### src/rtl/divider_arbiter_pkg.sv
`default_nettype none
// ==========================================================================
// divarb_pkg : one-hot FSM states, default sizing and pointer helper
// Revision   : 1.0
// ==========================================================================
package divarb_pkg;

  localparam int c_NUM_REQ = 4;
  localparam int c_DATA_W  = 4;
  localparam int c_TIMEOUT = 20;

  localparam int c_ST_W = 5;
  localparam logic [c_ST_W-1:0] c_ST_IDLE  = 5'b00001;
  localparam logic [c_ST_W-1:0] c_ST_START = 5'b00010;
  localparam logic [c_ST_W-1:0] c_ST_BUSY  = 5'b00100;
  localparam logic [c_ST_W-1:0] c_ST_ACK   = 5'b01000;
  localparam logic [c_ST_W-1:0] c_ST_ERR   = 5'b10000;

  function automatic int rr_next(input int idx, input int n);
    return (idx + 1 >= n) ? 0 : idx + 1;
  endfunction

endpackage
`default_nettype wire

### src/rtl/divider_arbiter_if.sv
`default_nettype none
// ==========================================================================
// divider_arbiter_if : requester request/response bus plus divider handshake
// Revision           : 1.0
// ==========================================================================
interface divider_arbiter_if
  import divarb_pkg::*;
#(
  parameter int NUM_REQ = c_NUM_REQ,
  parameter int DATA_W  = c_DATA_W
);

  logic [NUM_REQ-1:0]        Req;
  logic [NUM_REQ*DATA_W-1:0] ReqX;
  logic [NUM_REQ*DATA_W-1:0] ReqY;
  logic [NUM_REQ-1:0]        Gnt;
  logic [NUM_REQ-1:0]        RspValid;
  logic [DATA_W-1:0]         RspQ;
  logic [DATA_W-1:0]         RspR;
  logic                      RspErr;
  logic                      Scen;
  logic                      DivStart;
  logic                      DivAck;
  logic                      DivScen;
  logic [DATA_W-1:0]         DivX;
  logic [DATA_W-1:0]         DivY;
  logic                      DivDone;
  logic [DATA_W-1:0]         DivQ;
  logic [DATA_W-1:0]         DivR;

  modport slave (
    input  Req, ReqX, ReqY, Scen, DivDone, DivQ, DivR,
    output Gnt, RspValid, RspQ, RspR, RspErr,
    output DivStart, DivAck, DivScen, DivX, DivY
  );

  modport master (
    output Req, ReqX, ReqY, Scen, DivDone, DivQ, DivR,
    input  Gnt, RspValid, RspQ, RspR, RspErr,
    input  DivStart, DivAck, DivScen, DivX, DivY
  );

endinterface
`default_nettype wire

### src/rtl/divider_arbiter_rr_arbiter.sv
`default_nettype none
// ==========================================================================
// rr_arbiter : combinational round-robin pick, first request at/after ptr
// Revision   : 1.0
// ==========================================================================
module rr_arbiter #(
  parameter int NUM_REQ = 4,
  parameter int IDX_W   = 2
) (
  input  logic [NUM_REQ-1:0] req,
  input  logic [IDX_W-1:0]   ptr,
  output logic [NUM_REQ-1:0] gnt,
  output logic [IDX_W-1:0]   idx,
  output logic               hit
);

  logic [IDX_W:0] w_cand;

  // One extra bit lets ptr+k exceed NUM_REQ before the wrap subtract.
  always_comb begin
    gnt    = '0;
    idx    = '0;
    hit    = 1'b0;
    w_cand = '0;
    for (int k = 0; k < NUM_REQ; k++) begin
      w_cand = {1'b0, ptr} + (IDX_W+1)'(k);
      if (w_cand >= (IDX_W+1)'(NUM_REQ)) begin
        w_cand = w_cand - (IDX_W+1)'(NUM_REQ);
      end
      if (!hit && req[w_cand[IDX_W-1:0]]) begin
        hit                     = 1'b1;
        idx                     = w_cand[IDX_W-1:0];
        gnt[w_cand[IDX_W-1:0]] = 1'b1;
      end
    end
  end

endmodule
`default_nettype wire

### src/rtl/divider_arbiter.sv
`default_nettype none
// ==========================================================================
// divider_arbiter : round-robin sharing of one iterative divider, with
//                   divide-by-zero blocking and a SCEN-cycle timeout
// Revision        : 1.0
// ==========================================================================
module divider_arbiter
  import divarb_pkg::*;
#(
  parameter int NUM_REQ = c_NUM_REQ,
  parameter int DATA_W  = c_DATA_W,
  parameter int TIMEOUT = c_TIMEOUT
) (
  input  logic             Clk,
  input  logic             Reset_n,
  divider_arbiter_if.slave bus
);

  localparam int IDX_W = $clog2(NUM_REQ);
  localparam int CNT_W = $clog2(TIMEOUT + 1);

  logic [c_ST_W-1:0]  r_state;
  logic [IDX_W-1:0]   r_ptr;
  logic [IDX_W-1:0]   r_idx;
  logic               r_err;
  logic [CNT_W-1:0]   r_cnt;
  logic [DATA_W-1:0]  r_div_x;
  logic [DATA_W-1:0]  r_div_y;

  logic [NUM_REQ-1:0] w_pick_gnt;
  logic [IDX_W-1:0]   w_pick_idx;
  logic               w_pick_hit;
  logic [DATA_W-1:0]  w_sel_x;
  logic [DATA_W-1:0]  w_sel_y;
  logic               w_rsp_active;
  logic               w_ok_result;

  rr_arbiter #(
    .NUM_REQ (NUM_REQ),
    .IDX_W   (IDX_W)
  ) u_rr_arbiter (
    .req (bus.Req),
    .ptr (r_ptr),
    .gnt (w_pick_gnt),
    .idx (w_pick_idx),
    .hit (w_pick_hit)
  );

  always_comb begin
    w_sel_x = '0;
    w_sel_y = '0;
    for (int i = 0; i < NUM_REQ; i++) begin
      if (w_pick_gnt[i]) begin
        w_sel_x = bus.ReqX[i*DATA_W +: DATA_W];
        w_sel_y = bus.ReqY[i*DATA_W +: DATA_W];
      end
    end
  end

  always_ff @(posedge Clk or negedge Reset_n) begin
    if (!Reset_n) begin
      r_state <= c_ST_IDLE;
      r_ptr   <= '0;
      r_idx   <= '0;
      r_err   <= 1'b0;
      r_cnt   <= '0;
      r_div_x <= '0;
      r_div_y <= '0;
    end else begin
      case (r_state)
        c_ST_IDLE: begin
          if (w_pick_hit) begin
            r_idx   <= w_pick_idx;
            r_div_x <= w_sel_x;
            r_div_y <= w_sel_y;
            r_cnt   <= '0;
            // Y=0 would spin the divider forever, so it never gets started.
            if (w_sel_y == '0) begin
              r_err   <= 1'b1;
              r_state <= c_ST_ERR;
            end else begin
              r_err   <= 1'b0;
              r_state <= c_ST_START;
            end
          end
        end
        c_ST_START: begin
          r_state <= c_ST_BUSY;
        end
        c_ST_BUSY: begin
          if (bus.DivDone) begin
            r_err   <= 1'b0;
            r_state <= c_ST_ACK;
          end else if (bus.Scen) begin
            if (r_cnt == CNT_W'(TIMEOUT - 1)) begin
              r_err   <= 1'b1;
              r_state <= c_ST_ACK;
            end else begin
              r_cnt <= r_cnt + 1'b1;
            end
          end
        end
        c_ST_ACK, c_ST_ERR: begin
          r_ptr   <= IDX_W'(rr_next(int'(r_idx), NUM_REQ));
          r_state <= c_ST_IDLE;
        end
        default: begin
          r_state <= c_ST_IDLE;
        end
      endcase
    end
  end

  assign w_rsp_active = (r_state == c_ST_ACK) || (r_state == c_ST_ERR);
  assign w_ok_result  = (r_state == c_ST_ACK) && !r_err;

  assign bus.Gnt      = (r_state == c_ST_IDLE) ? w_pick_gnt : '0;
  assign bus.RspValid = w_rsp_active ? ({{(NUM_REQ-1){1'b0}}, 1'b1} << r_idx) : '0;
  assign bus.RspErr   = w_rsp_active & r_err;
  assign bus.RspQ     = w_ok_result ? bus.DivQ : '0;
  assign bus.RspR     = w_ok_result ? bus.DivR : '0;

  assign bus.DivStart = (r_state == c_ST_START);
  assign bus.DivAck   = (r_state == c_ST_ACK);
  assign bus.DivScen  = (r_state == c_ST_BUSY) & bus.Scen;
  assign bus.DivX     = r_div_x;
  assign bus.DivY     = r_div_y;

  a_gnt_onehot : assert property (@(posedge Clk) disable iff (!Reset_n) $onehot0(bus.Gnt));
  a_rsp_onehot : assert property (@(posedge Clk) disable iff (!Reset_n) $onehot0(bus.RspValid));
  a_start_ack  : assert property (@(posedge Clk) disable iff (!Reset_n) !(bus.DivStart && bus.DivAck));

endmodule
`default_nettype wire

### src/flat_wrapper.sv
// flat-port wrapper written by rule: the top's interface ports become plain ports
module divider_arbiter_flat import divarb_pkg::*;
#(
  parameter int NUM_REQ = c_NUM_REQ,
  parameter int DATA_W  = c_DATA_W,
  parameter int TIMEOUT = c_TIMEOUT
)
  (Clk, Reset_n, bus_Req, bus_ReqX, bus_ReqY, bus_Scen, bus_DivDone, bus_DivQ, bus_DivR, bus_Gnt, bus_RspValid, bus_RspQ, bus_RspR, bus_RspErr, bus_DivStart, bus_DivAck, bus_DivScen, bus_DivX, bus_DivY);
  divider_arbiter_if #(.NUM_REQ(NUM_REQ), .DATA_W(DATA_W)) bus_i ();
  input  logic Clk;
  input  logic Reset_n;
  input wire logic [$bits(bus_i.Req)-1:0] bus_Req;
  input wire logic [$bits(bus_i.ReqX)-1:0] bus_ReqX;
  input wire logic [$bits(bus_i.ReqY)-1:0] bus_ReqY;
  input wire logic [$bits(bus_i.Scen)-1:0] bus_Scen;
  input wire logic [$bits(bus_i.DivDone)-1:0] bus_DivDone;
  input wire logic [$bits(bus_i.DivQ)-1:0] bus_DivQ;
  input wire logic [$bits(bus_i.DivR)-1:0] bus_DivR;
  output wire logic [$bits(bus_i.Gnt)-1:0] bus_Gnt;
  output wire logic [$bits(bus_i.RspValid)-1:0] bus_RspValid;
  output wire logic [$bits(bus_i.RspQ)-1:0] bus_RspQ;
  output wire logic [$bits(bus_i.RspR)-1:0] bus_RspR;
  output wire logic [$bits(bus_i.RspErr)-1:0] bus_RspErr;
  output wire logic [$bits(bus_i.DivStart)-1:0] bus_DivStart;
  output wire logic [$bits(bus_i.DivAck)-1:0] bus_DivAck;
  output wire logic [$bits(bus_i.DivScen)-1:0] bus_DivScen;
  output wire logic [$bits(bus_i.DivX)-1:0] bus_DivX;
  output wire logic [$bits(bus_i.DivY)-1:0] bus_DivY;
  assign bus_i.Req = bus_Req;
  assign bus_i.ReqX = bus_ReqX;
  assign bus_i.ReqY = bus_ReqY;
  assign bus_i.Scen = bus_Scen;
  assign bus_i.DivDone = bus_DivDone;
  assign bus_i.DivQ = bus_DivQ;
  assign bus_i.DivR = bus_DivR;
  assign bus_Gnt = bus_i.Gnt;
  assign bus_RspValid = bus_i.RspValid;
  assign bus_RspQ = bus_i.RspQ;
  assign bus_RspR = bus_i.RspR;
  assign bus_RspErr = bus_i.RspErr;
  assign bus_DivStart = bus_i.DivStart;
  assign bus_DivAck = bus_i.DivAck;
  assign bus_DivScen = bus_i.DivScen;
  assign bus_DivX = bus_i.DivX;
  assign bus_DivY = bus_i.DivY;
  divider_arbiter #(.NUM_REQ(NUM_REQ), .DATA_W(DATA_W), .TIMEOUT(TIMEOUT)) u_core (.Clk(Clk), .Reset_n(Reset_n), .bus(bus_i));
endmodule
### config.mk
export PLATFORM = sky130hd
export DESIGN_NAME = divider_arbiter_flat
export DESIGN_NICKNAME = d
export VERILOG_FILES = /design/src/rtl/divider_arbiter_pkg.sv /design/src/rtl/divider_arbiter_if.sv /design/src/rtl/divider_arbiter_rr_arbiter.sv /design/src/rtl/divider_arbiter.sv /design/src/flat_wrapper.sv
export SDC_FILE = /design/constraint.sdc
export NUM_CORES = 1
export LEC_CHECK = 0
export ABC_AREA = 1
export CORE_MARGIN = 10
export CORE_UTILIZATION = 48
export DETAILED_ROUTE_END_ITERATION = 10
export HOLD_SLACK_MARGIN = 0.12
export PLACE_DENSITY = 0.95
export SYNTH_ARGS = -nofsm -noshare
export SYNTH_HDL_FRONTEND = slang
export SYNTH_SLANG_ARGS = --single-unit
### constraint.sdc
create_clock -name Clk -period 5.4 [get_ports Clk]
set_input_delay 1.08 -clock Clk [delete_from_list [all_inputs] [get_ports Clk]]
set_output_delay 1.08 -clock Clk [all_outputs]
set_load 0.03 [all_outputs]
==> impl_metrics.env, run 1 <==
export IMPL_ys_flop_type="dfrtp_1"
export IMPL_syn_area_um2=1974
export IMPL_drv_cap=0
export IMPL_fp_dieW_um=84.14
export IMPL_r2r_start="u_core.r_ptr[0]"
export IMPL_fp_dieH_um=84.14
export IMPL_via_per_inst=5.096
export IMPL_gr_usage_met2_pct=27.80
export IMPL_grt_pass1_wl_mm=9.798
export IMPL_synth_top_area_share_pct=27.88
export IMPL_crit_start="bus_Req[3]"
export IMPL_hold_class="reg2reg"
export IMPL_final_max_slew_viol_count=0
export IMPL_syn_to_final_growth_pct=42.52
export IMPL_track_usage_pct=15.96
export IMPL_status="complete, no violations"
export IMPL_grt_overflow_total=0
export IMPL_period_share_pct=85.76
export IMPL_final_area_um2=2814
export IMPL_drc_errors=0
export IMPL_cp_arrival_ns=3.55
export IMPL_ff2ff_path_depth=16
export IMPL_die_area_um2=7079
export IMPL_vias=2171
export IMPL_rows=23
export IMPL_ant_nets=0
export IMPL_cts_tree="done"
export IMPL_cts_setup_buffers=0
export IMPL_clk_latency_ns=0.26
export IMPL_grt_start_max_net_pins=24
export IMPL_avgSynthCellArea_um2=6.581
export IMPL_clockRootBuffer="clkbuf_8"
export IMPL_dpl_cell_area_um2=2768
export IMPL_cts_htree_levels=1
export IMPL_stdcell_count=426
export IMPL_synthArstFlopShare_pct=100.0
export IMPL_max_freq_mhz=215.9
export IMPL_endpoint_kind="output pin"
export IMPL_ioPinCount=76
export IMPL_worst_pin_slew_ns=1.018
export IMPL_rsz0062_at_grt="false"
export IMPL_clk_pin_slew_worst_paths_ns=0.08
export IMPL_antenna_found_initial=0
export IMPL_diodes=0
export IMPL_first_pass_iters=4
export IMPL_io_buffers=75
export IMPL_skew_ns=0.006095
export IMPL_start_util_pct=49.36
export IMPL_peakVddDrop_uv=429.0
export IMPL_ys_seq_area_share_pct=29.21
export IMPL_worst_ep_required_time_ns=4.32
export IMPL_post_cts_resized=0
export IMPL_p_leak_nw=1.380
export IMPL_dp_final_hpwl_mm=4.787
export IMPL_holdBufCountCts=0
export IMPL_numCtsBuffers=3
export IMPL_synth_top_cell_by_area="dfrtp_1"
export IMPL_wl_per_cell_um=13.54
export IMPL_power_density_nw_per_um2=557.4
export IMPL_setup_tns_ns=0
export IMPL_drtIter0Drc=163
export IMPL_worstSetupStartpointType="primary input"
export IMPL_crit_type="in2out"
export IMPL_drive_above_1_share_pct=6.649
export IMPL_core_um2=4000
export IMPL_use_met1_pct=17.91
export IMPL_grt_pass1_vias=2201
export IMPL_setup_viol=0
export IMPL_synthTopCellsByArea="dfrtp_1, nand2_1, inv_1"
export IMPL_rr_endpoint="u_core.r_err"
export IMPL_setup_worst_path_end="bus_Gnt[2]"
export IMPL_worstPathMaxFanout=13
export IMPL_hold_depth=2
export IMPL_slew_headroom_pct=31.93
export IMPL_grt_busiest_layer="met2"
export IMPL_synth_most_common_cell="nand2_1"
export IMPL_synth_nets=360
export IMPL_routed_wl_mm=5.768
export IMPL_synth_cells=300
export IMPL_cts_buffer_depth=2
export IMPL_min_period_ns=4.631
export IMPL_synthTopCellsByCount="nand2_1, inv_1, nor2_1, nand3_1"
export IMPL_gp_congestion=0.8861
export IMPL_hold_viol=0
export IMPL_use_met3_pct=4.734
export IMPL_ys_types=31
export IMPL_final_nets=437
export IMPL_rrSetupSlack_ns=2.42
export IMPL_ys_seq_elements=23
export IMPL_place_inst=422
export IMPL_cts_sinks=23
export IMPL_synth_edff_count=0
export IMPL_synth_warnings=0
-- sequential cells by signal, summed over array words and instances, names as in the netlist --
| name | count |
|---|---|
| u_core.r_idx | 2 |
| u_core.r_err | 1 |
| u_core.bus.DivX | 4 |
| u_core.r_cnt | 5 |
| u_core.r_state | 5 |
| u_core.r_ptr | 2 |
| u_core.bus.DivY | 4 |
-- cells in the final DEF, fill, tap and decap left out, drive strengths merged, types with 2 or more instances in the layout --
cell type and n:
clkinv 2, dfrtp 22, a21oi 23, o21ai 15, o211ai 5, inv 51
nand4 2, clkbuf 3, clkdlybuf4s50 75, nand2 81, nor2 44, or2 5
nand3 26, nor3 5, ha 12
-- worst max-delay path: stages --
cell             delay [ns]
clkdlybuf4s50_1        0.50
inv_1                  0.07
nand2_1                0.09
nand3_1                0.11
nand2_2                0.15
nand3_2                0.13
nor2_1                 0.11
nor2_1                 0.05
nand2_1                0.28
inv_1                  0.17
nor2_1                 0.12
clkdlybuf4s50_1        0.69
-- layer usage --
layer,part of all wire (%),vias up
met1,40,969
met5,0,-
met2,48,96
met3,9.1,11
li1,-,1095
met4,2.5,0
-- where the power goes --
part / internal (mW) / switching, mW
sequential: 0.242 / 0.0560
clock: 0.0515 / 0.0550
combinational: 0.401 / 0.764
-- stage by stage --
stage                     util [%]  worst slack [ns]  hold WS [ns]  power, mW
after global routing         70.35            0.5752        0.5382      1.731
after detailed placement     69.19            0.8078        0.4720      1.456
after floorplan                  -             1.892        0.4754      1.141
after CTS                    70.35            0.7995        0.4920      1.564
final                        70.35            0.7688        0.4895      1.569
after global placement       69.19            0.8762        0.4684      1.411
-- logic make-up (layout without fill, tap and decap cells) --
family                     count (synthesis)  count (layout)  share of synthesized area (%)
AOI/OAI and AO/OA                         45              45                          13.69
xor gates and xnor gates                   1               1                         0.4437
adders and majority gates                 12              12                          7.604
buffers and inverters                     55             131                          11.28
DFF                                       23              23                          29.21
and+or+nand+nor                          164             164                          37.77
-- worst min-delay path by stage --
stage	slack (ns)	to	startpoint
global route	0.54	u_core.bus.DivY[1]	u_core.bus.DivY[1]
finish	0.49	u_core.bus.DivY[1]	u_core.bus.DivY[1]
global placement	0.47	u_core.bus.DivY[1]	u_core.bus.DivY[1]
CTS	0.49	u_core.bus.DivY[1]	u_core.bus.DivY[1]
floorplan	0.48	u_core.r_cnt[1]	u_core.r_cnt[1]
detailed placement	0.47	u_core.bus.DivY[1]	u_core.bus.DivY[1]
-- area by class of cell --
type	count	area, um2
clock buffers	3	41.29
clock inverters	1	5.005
fillers	330	1186
inverters	52	202.7
multi-input cells	222	1175
flip-flops and latches	23	576.8
well taps	50	62.56
repair buffers	75	750.7
No activity file was read; power rests on OpenSTA's default activity.
==> inputs of run 2 (changes only) <==
- CTS_CLUSTER_DIAMETER: unset -> 150
- SYNTH_HIERARCHICAL: unset -> 1
==> run 2 against run 1 <==
- first-iteration DRC count rose by 1.2%
- core utilization shrank 0.21 points
- maximum frequency is 2.5% lower
- register-to-register slack worse by 0.20 ns
- area after synthesis fell by 0.25%
- count of clock-buffer cells in the layout unchanged
- worst hold slack got worse by 0.0037 ns
- design area down 1.0%
- critical path type unchanged
- critical endpoint is now bus_Gnt[3]
==> impl_metrics.env, run 2 <==
export IMPL_final_nets=417
export IMPL_synthArstFlopShare_pct=100.0
export IMPL_cp_arrival_ns=3.67
export IMPL_synth_top_area_share_pct=27.95
export IMPL_r2r_start="u_core/r_ptr[0]"
export IMPL_peakVddDrop_uv=360.4
export IMPL_endpoint_kind="output pin"
export IMPL_p_leak_nw=1.306
export IMPL_grt_overflow_total=0
export IMPL_routed_wl_mm=6.135
export IMPL_setup_viol=0
export IMPL_status="complete, no violations"
export IMPL_synth_cells=285
export IMPL_avgSynthCellArea_um2=6.910
export IMPL_worst_pin_slew_ns=1.076
export IMPL_track_usage_pct=17.07
export IMPL_syn_area_um2=1969
export IMPL_synth_nets=343
export IMPL_min_period_ns=4.748
export IMPL_drive_above_1_share_pct=10.06
export IMPL_hp_start="u_core/bus.DivY[2]"
export IMPL_synth_top_cell_by_area="dfrtp_1"
export IMPL_hold_viol=0
export IMPL_worst_ep_required_time_ns=4.32
export IMPL_grt_pass1_vias=2217
export IMPL_use_met3_pct=5.859
export IMPL_wl_per_cell_um=15.04
export IMPL_grt_busiest_layer="met2"
export IMPL_first_pass_iters=7
export IMPL_numCtsBuffers=3
export IMPL_crit_type="in2out"
export IMPL_synth_warnings=6
export IMPL_core_um2=3971
export IMPL_rsz0062_at_grt="false"
export IMPL_synthTopCellsByCount="nand2_1, inv_1, nor2_1, nand3_1"
export IMPL_grt_pass1_wl_mm=10.32
export IMPL_cts_tree="done"
export IMPL_die_area_um2=7065
export IMPL_drc_errors=0
export IMPL_slew_headroom_pct=28.05
export IMPL_io_buffers=75
export IMPL_power_density_nw_per_um2=598.0
export IMPL_hold_class="reg2reg"
export IMPL_diodes=0
export IMPL_via_per_inst=5.248
export IMPL_max_freq_mhz=210.6
export IMPL_drv_cap=0
export IMPL_fillerInstances=344
export IMPL_drtIter0Drc=165
export IMPL_mostFrequentLayoutCell="clkdlybuf4s50_1"
export IMPL_antenna_found_initial=0
export IMPL_clk_pin_slew_worst_paths_ns=0.09
export IMPL_ys_seq_elements=23
export IMPL_post_cts_resized=0
export IMPL_use_met1_pct=19.51
export IMPL_largestRegisters="u_core/r_cnt x5, u_core/r_state x5"
export IMPL_clockRootBuffer="clkbuf_8"
export IMPL_clk_latency_ns=0.26
export IMPL_layout_common_cells="clkdlybuf4s50_1, nand2_1, inv_1"
export IMPL_ys_types=33
export IMPL_cts_buffer_depth=2
export IMPL_vias=2141
export IMPL_start_util_pct=49.59
export IMPL_ant_nets=0
export IMPL_setup_tns_ns=0
export IMPL_cts_htree_levels=1
export IMPL_grt_start_max_net_pins=24
export IMPL_synthTopCellsByArea="dfrtp_1, nand2_1, inv_1"
export IMPL_synth_edff_count=0
export IMPL_skew_ns=0.002448
export IMPL_period_share_pct=87.92
export IMPL_ioPinCount=76
export IMPL_dp_final_hpwl_mm=4.772
export IMPL_syn_to_final_growth_pct=41.42
export IMPL_ys_seq_area_share_pct=29.29
export IMPL_final_max_slew_viol_count=0
export IMPL_worstPathMaxFanout=9
export IMPL_fin_hold_ws_ns=0.4859
export IMPL_ys_flop_type="dfrtp_1"
export IMPL_rows=23
export IMPL_synth_most_common_cell="nand2_1"
export IMPL_cts_sinks=23
export IMPL_cts_setup_buffers=0
export IMPL_holdBufCountCts=0
export IMPL_fp_dieH_um=84.06
export IMPL_gr_usage_met2_pct=28.70
export IMPL_gp_congestion=1.008
export IMPL_fp_dieW_um=84.06
export IMPL_crit_start="bus_Req[1]"
export IMPL_worstSetupStartpointType="primary input"
[run 2: changes by cell type after synthesis, sizes merged, moves of 5 or more]
cell   previous run  this run
inv              51        40
nor2             44        34
nand4             2         9
o21ai            15         8
nor3              5         0
[run 2: final timing paths]
check	slack (ns)	cells after the start	endpoint
worst min register to register	0.49	2	u_core/bus.DivY[2]
max in group asynchronous	3.36	1	u_core/r_ptr[0]
worst max-delay path	0.65	11	bus_Gnt[3]
worst min-delay path	0.49	2	u_core/bus.DivY[2]
worst max register to register	2.22	15	u_core/r_err
min in group asynchronous	1.39	1	u_core/r_cnt[4]
[run 2: through the flow]
| stage | util (%) | area [um2] | setup WS (ns) | cells | power, mW |
|---|---|---|---|---|---|
| global placement | 68.97 | 2739 | 0.8123 | 404 | 1.500 |
| CTS | 70.13 | 2785 | 0.7491 | 408 | 1.646 |
| detailed placement | 68.97 | 2739 | 0.7517 | 404 | 1.519 |
| global route | 70.13 | 2785 | 0.5145 | 408 | 1.830 |
| floorplan | - | 1969 | 1.861 | 285 | 1.244 |
| finish | 70.13 | 2785 | 0.6523 | 408 | 1.666 |
[run 2: critical path: stages]
cell	delay, ns
clkdlybuf4s50_1	0.43
inv_1	0.07
nand2_1	0.07
nand3_2	0.17
nand2_4	0.07
nor2_1	0.33
a21oi_1	0.14
nand3_1	0.32
inv_2	0.16
nor2_1	0.13
clkdlybuf4s50_1	0.69
[run 2: layout make-up]
| cell class | instances | area (um2) | area share (%) |
|---|---|---|---|
| Clock buffer | 3 | 41.29 | 1.482 |
| Inverter | 40 | 155.1 | 5.571 |
| Tap cell | 50 | 62.56 | 2.246 |
| Timing Repair Buffer | 75 | 750.7 | 26.95 |
| Multi-Input combinational cell | 216 | 1194 | 42.86 |
| Sequential cell | 23 | 576.8 | 20.71 |
| Clock inverter | 1 | 5.005 | 0.1797 |
[run 2: logic make-up after synthesis]
logic type | Yosys count | share of synthesized area (%)
simple gates | 156 | 38.12
compound gates | 48 | 15.25
buf+inv | 46 | 10.10
flops | 23 | 29.29
fa+ha+maj | 10 | 6.353
xor+xnor | 2 | 0.8896
[run 2: where the power goes]
part,switching [mW],internal [mW]
Sequential,0.0528,0.241
Combinational,0.825,0.438
Clock,0.0577,0.0515
[run 2: layer usage]
metal	routed length [um]	share of wire, %
met1	2555	42
met2	2897	47
met3	566	9.2
met4	116	1.9
met5	0	0
